## config.mk

```make
export PLATFORM = sky130hd
export DESIGN_NAME = req_ack_arbiter
export DESIGN_NICKNAME = d
export VERILOG_FILES = /design/src/rtl/req_ack_arb_pkg.sv /design/src/rtl/req_ack_arbiter_rr_pick.sv /design/src/rtl/req_ack_arbiter.sv
export SDC_FILE = /design/constraint.sdc
export NUM_CORES = 1
export LEC_CHECK = 0
export ABC_AREA = 1
export BUFFER_PORTS_ARGS = -buffer_cell sky130_fd_sc_hd__buf_2
export CAP_MARGIN = 15
export CORE_AREA = 2 2 134 136
export CTS_CLUSTER_DIAMETER = 150
export DETAILED_ROUTE_END_ITERATION = 10
export DIE_AREA = 0 0 136 138
export GPL_TIMING_DRIVEN = 1
export PLACE_DENSITY = 0.78
export SYNTH_ARGS = -nofsm -noshare
export SYNTH_HDL_FRONTEND = slang
export SYNTH_SLANG_ARGS = --single-unit
```

## constraint.sdc

```tcl
create_clock -name clk -period 6.1 [get_ports clk]
set_clock_uncertainty 0.05 [all_clocks]
set_input_delay 0.915 -clock clk [delete_from_list [all_inputs] [get_ports clk]]
set_output_delay 0.915 -clock clk [all_outputs]
set_load 0.01 [all_outputs]
```

## src/rtl/req_ack_arb_pkg.sv

```systemverilog
// Shared state encoding and sizing helper for the req/ack round-robin arbiter.
package req_ack_arb_pkg;

  typedef logic [1:0] state_t;

  localparam state_t S_IDLE  = 2'd0;
  localparam state_t S_ISSUE = 2'd1;
  localparam state_t S_WAIT  = 2'd2;
  localparam state_t S_ACK   = 2'd3;

  // Width of a requester index; never below one bit.
  function automatic int grant_w(input int n);
    return (n < 3) ? 1 : $clog2(n);
  endfunction

endpackage

```

## src/rtl/req_ack_arbiter_rr_pick.sv

```systemverilog
// Combinational round-robin picker: first asserted request after last_grant, wrapping.
module rr_pick #(
  parameter int NUM_REQ = 4,
  parameter int GW      = 2
) (
  input  logic [NUM_REQ-1:0] req_masked,
  input  logic [GW-1:0]      last_grant,
  output logic               valid,
  output logic [GW-1:0]      winner
);

  logic [GW-1:0]      cand_idx [NUM_REQ];
  logic [NUM_REQ-1:0] hit;

  // Candidate gi is the requester (last_grant + gi + 1) mod NUM_REQ.
  for (genvar gi = 0; gi < NUM_REQ; gi++) begin : g_cand
    logic [GW:0] sum;
    assign sum          = {1'b0, last_grant} + (GW+1)'(gi + 1);
    assign cand_idx[gi] = GW'((sum >= (GW+1)'(NUM_REQ)) ? sum - (GW+1)'(NUM_REQ) : sum);
    assign hit[gi]      = req_masked[cand_idx[gi]];
  end

  always_comb begin
    valid  = 1'b0;
    winner = '0;
    for (int i = NUM_REQ - 1; i >= 0; i--) begin
      if (hit[i]) begin
        valid  = 1'b1;
        winner = cand_idx[i];
      end
    end
  end

endmodule

```

## src/rtl/req_ack_arbiter.sv

```systemverilog
// Round-robin arbiter sharing one downstream command engine between NUM_REQ
// four-phase req/ack requesters.
module req_ack_arbiter
  import req_ack_arb_pkg::*;
#(
  parameter int NUM_REQ = 4,
  parameter int CMD_W   = 64,
  localparam int GW     = grant_w(NUM_REQ)
) (
  input  logic                     clk,
  input  logic                     rstn,
  input  logic [NUM_REQ-1:0]       req,
  input  logic                     req_en,
  input  logic [NUM_REQ*CMD_W-1:0] cmd_in,
  output logic [NUM_REQ-1:0]       ack,
  output logic [NUM_REQ-1:0]       ack_pulse,
  output logic                     dn_valid,
  input  logic                     dn_ready,
  output logic [CMD_W-1:0]         dn_cmd,
  input  logic                     dn_done,
  output logic [GW-1:0]            grant_id,
  output logic                     busy,
  output logic                     abort
);

  state_t             state_reg;
  logic [NUM_REQ-1:0] ack_reg;
  logic               ack_first_reg;
  logic               dn_valid_reg;
  logic [CMD_W-1:0]   dn_cmd_reg;
  logic [GW-1:0]      grant_id_reg;
  logic [GW-1:0]      last_grant_reg;
  logic               busy_reg;
  logic               abort_reg;

  logic [CMD_W-1:0]   cmd_arr [NUM_REQ];
  logic               pick_valid;
  logic [GW-1:0]      pick_id;
  logic               req_held;

  for (genvar gi = 0; gi < NUM_REQ; gi++) begin : g_cmd
    assign cmd_arr[gi] = cmd_in[gi*CMD_W +: CMD_W];
  end

  rr_pick #(
    .NUM_REQ (NUM_REQ),
    .GW      (GW)
  ) u_pick (
    .req_masked (req & ~ack_reg),
    .last_grant (last_grant_reg),
    .valid      (pick_valid),
    .winner     (pick_id)
  );

  assign req_held = req[grant_id_reg];

  always_ff @(posedge clk or negedge rstn) begin
    if (!rstn) begin
      state_reg      <= S_IDLE;
      ack_reg        <= '0;
      ack_first_reg  <= 1'b0;
      dn_valid_reg   <= 1'b0;
      dn_cmd_reg     <= '0;
      grant_id_reg   <= '0;
      last_grant_reg <= GW'(NUM_REQ - 1);
      busy_reg       <= 1'b0;
      abort_reg      <= 1'b0;
    end else begin
      abort_reg     <= 1'b0;
      ack_first_reg <= 1'b0;
      case (state_reg)
        S_IDLE: begin
          if (req_en && pick_valid) begin
            grant_id_reg   <= pick_id;
            last_grant_reg <= pick_id;
            dn_cmd_reg     <= cmd_arr[pick_id];
            dn_valid_reg   <= 1'b1;
            busy_reg       <= 1'b1;
            state_reg      <= S_ISSUE;
          end
        end
        S_ISSUE: begin
          if (dn_ready) begin
            dn_valid_reg <= 1'b0;
            state_reg    <= S_WAIT;
          end
        end
        S_WAIT: begin
          // The transfer always runs to completion; a vanished requester only loses its ack.
          if (dn_done) begin
            if (req_held) begin
              ack_reg       <= {{(NUM_REQ-1){1'b0}}, 1'b1} << grant_id_reg;
              ack_first_reg <= 1'b1;
              state_reg     <= S_ACK;
            end else begin
              abort_reg <= 1'b1;
              busy_reg  <= 1'b0;
              state_reg <= S_IDLE;
            end
          end
        end
        S_ACK: begin
          if (!req_held) begin
            ack_reg   <= '0;
            busy_reg  <= 1'b0;
            state_reg <= S_IDLE;
          end
        end
        default: state_reg <= S_IDLE;
      endcase
    end
  end

  assign ack       = ack_reg;
  assign ack_pulse = ack_first_reg ? ack_reg : '0;
  assign dn_valid  = dn_valid_reg;
  assign dn_cmd    = dn_cmd_reg;
  assign grant_id  = grant_id_reg;
  assign busy      = busy_reg;
  assign abort     = abort_reg;

endmodule

```

==> metrics.cfg <==
[critical_path]
crit_fanout = 66
path_class = register to register
cp_cell_sequence = inv_4 -> nand3_2 -> nand2_1 -> nand2_1 -> nand2_2 -> nor2_1 -> nand3_4 -> nand2_2 -> buf_4 -> nand2_1 -> nand3_1 -> nand2_1 -> nand2_1 -> nand2_1
end_kind = register
critPathLaunchType = register
worst_ep_required_time_ns = 6.28
cp_common_cell = nand2_1
critical_path_arrival_ns = 3.96
slowest_stage = nand2_2
max_stage_delay_ns = 0.81

[sta]
worstMarginPinSlew_ns = 1.03
maxSlewViolCount = 0
max_slew_margin_pct = 31.5
setup_tns_ns = 0
final_hold_viol_count = 0
finalCritPeriodShare_pct = 62.0
post-route-min-period_ns = 3.78
rsz0062_at_grt = false
max_clock_freq_mhz = 264
finalSetupViolCount = 0
setup_ws_ns = 2.32

[cts]
cts_hold_repair.buffers = 0
clock_latency_ns = 0.34
htree_num_levels = 3
cts_buffer_depth = 2
cts_tree = yes
clk_pin_slew_worst_paths_ns = 0.06
cts_root_buf = clkbuf_16
clkSinkCount = 78
numCtsBuffers = 9
post-cts-setup-buffer-count = 0
post_cts_resized = 0

[floorplan]
die-area_um2 = 18800
ios = 342
die_h_um = 138
initial_utilization_pct = 38.6
coreArea_um2 = 17500
row_count = 49
die_x_um = 136

[placed_design]
hpwl_um = 15300
post-place-ws_ns = 2.13
numPortBuffers = 341
gp_congestion = 0.895

[pwr]
p_sw_mw = 3.14
peakVddDrop_uv = 582
swShare_pct = 55.9
p_clk_share_pct = 10.7
sequentialPowerShare_pct = 16.5
p_leak_nw = 5.87
cellPowerDensity_nw_per_um2 = 647
combPwrFrac_pct = 72.8
internal-power_mw = 2.48

[yosys]
synth_flop_cell = dfrtp_1
ys_ff_latch = 78
netlist_instances = 1162
synth_nets = 1427
synth_cell_type_count = 24
async_flop_share_pct = 100
syn_avg_cell_area_um2 = 5.82
synth_edf_count = 0
synth-seq-area-share_pct = 28.9
synth_area_um2 = 6760
ys_warn_count = 0

[run]
drv_cap = 0

[final_layout]
drive_above_1_share_pct = 26.5
largest_reg_flops = 64
n_fill_cell = 1802
nets = 1712
diodes = 0
synthToLayoutAreaGrowth_pct = 28.4

[detailed_routing]
drc = 0
drt_iter0_markers = 593
ant_nets = 0
drt-vias-per-instance = 4.86
drt_pre_antenna_iters = 5
vias = 8171
wl_um = 21700
wl_per_cell_um = 12.9

[grt]
grt_usage_pct = 22.2
grt_pass1_vias = 7197
grt_pass1_wl_um = 34200
grt_max_degree = 79
overflow = 0
antenna_found_initial = 0

[worst_hold_path]
hp-class = register to register

[status]
status = finished, final reports clean

worst max-delay path: cells and delay by family (launching register included):
kind,cells,cell delay [ns]
buf+inv,2,0.57
flops,1,0.70
simple gates,12,2.33
kinds of logic after synthesis:
family / Yosys count / synth area share (%)
AOI/OAI and AO/OA: 17 / 1.33
xor gates and xnor gates: 2 / 0.259
and+or+nand+nor: 709 / 46.6
DFF: 78 / 28.9
buffers and inverters: 356 / 22.9
worst paths after layout:
check / startpoint / to / slack [ns] / cells after the start
worst max-delay path: last_grant_reg[0] / dn_cmd[63] / 2.32 / 14
worst min-delay path: dn_cmd[6] / dn_cmd[6] / 0.42 / 2
worst max register to register: last_grant_reg[0] / dn_cmd[63] / 2.32 / 14
worst min register to register: dn_cmd[6] / dn_cmd[6] / 0.42 / 2
max in group asynchronous: rstn / dn_cmd[3] / 4.62 / 1
min in group asynchronous: rstn / dn_cmd[42] / 0.68 / 1
layer usage:
metal | track usage [%] | wire length (um) | vias to the layer above
met5 | 0 | 0 | -
met2 | 37.2 | 10400 | 379
li1 | - | - | 4089
met4 | 8.11 | 518 | 0
met1 | 28.8 | 9060 | 3664
met3 | 3.56 | 1750 | 39
through the flow:
step	std cells	total power [mW]	utilization, %	hold slack, ns	instance area [um2]
3_3_place_gp	1665	4.95	47.6	0.407	8340
2_1_floorplan	1162	4.24	-	0.463	6760
6_report	1681	5.62	49.5	0.424	8680
4_1_cts	1681	5.62	49.5	0.427	8680
5_1_grt	1681	6.22	49.5	0.438	8680
3_5_place_dp	1665	4.99	47.6	0.410	8340
power by group through the flow:
stage / Clock [mW] / Sequential (mW) / Combinational, mW
floorplan: 0 / 1.02 / 3.23
global placement: 0 / 0.929 / 4.02
detailed placement: 0 / 0.927 / 4.06
CTS: 0.615 / 0.925 / 4.08
global route: 0.641 / 0.956 / 4.63
finish: 0.602 / 0.926 / 4.09
cells in the final DEF, fill, tap and decap left out, drive strengths merged:
| master | instances |
|---|---|
| xor2 | 1 |
| o211ai | 1 |
| a21oi | 2 |
| bufinv | 2 |
| nand3 | 336 |
| nor3 | 2 |
| nand4 | 5 |
| dfrtp | 76 |
| o21ai | 13 |
| buf | 350 |
| nand2 | 358 |
| clkinv | 2 |
| inv | 281 |
| nor2 | 8 |
| clkinvlp | 1 |
| dfstp | 2 |
| xnor2 | 1 |
| o31ai | 1 |
| clkbuf | 10 |
cells in the mapped netlist, types with 2 or more instances:
cell | instances | area [um2]
buf_6 | 13 | 146
o21ai_0 | 13 | 65.1
nand3_1 | 333 | 1670
buf_4 | 19 | 143
nand3_2 | 3 | 30.0
nor2_1 | 8 | 30.0
a21oi_1 | 2 | 10.0
dfstp_2 | 2 | 52.6
inv_2 | 3 | 11.3
nand2_4 | 2 | 22.5
nand2_1 | 352 | 1320
dfrtp_1 | 76 | 1900
clkbuf_1 | 10 | 37.5
buf_2 | 34 | 170
inv_1 | 276 | 1040
nand4_1 | 5 | 31.3
nand2_2 | 4 | 25.0
area by class of cell:
| type | count | area, um2 | area share, % |
|---|---|---|---|
| Tap cell | 229 | 287 | 3.30 |
| Clock buffer | 10 | 239 | 2.75 |
| Timing Repair Buffer | 350 | 1780 | 20.5 |
| Sequential cell | 78 | 1950 | 22.5 |
| Inverter | 280 | 1050 | 12.1 |
| Multi-Input combinational cell | 728 | 3270 | 37.7 |
| Clock inverter | 6 | 93.8 | 1.08 |
(Power assumes the default switching activity.)
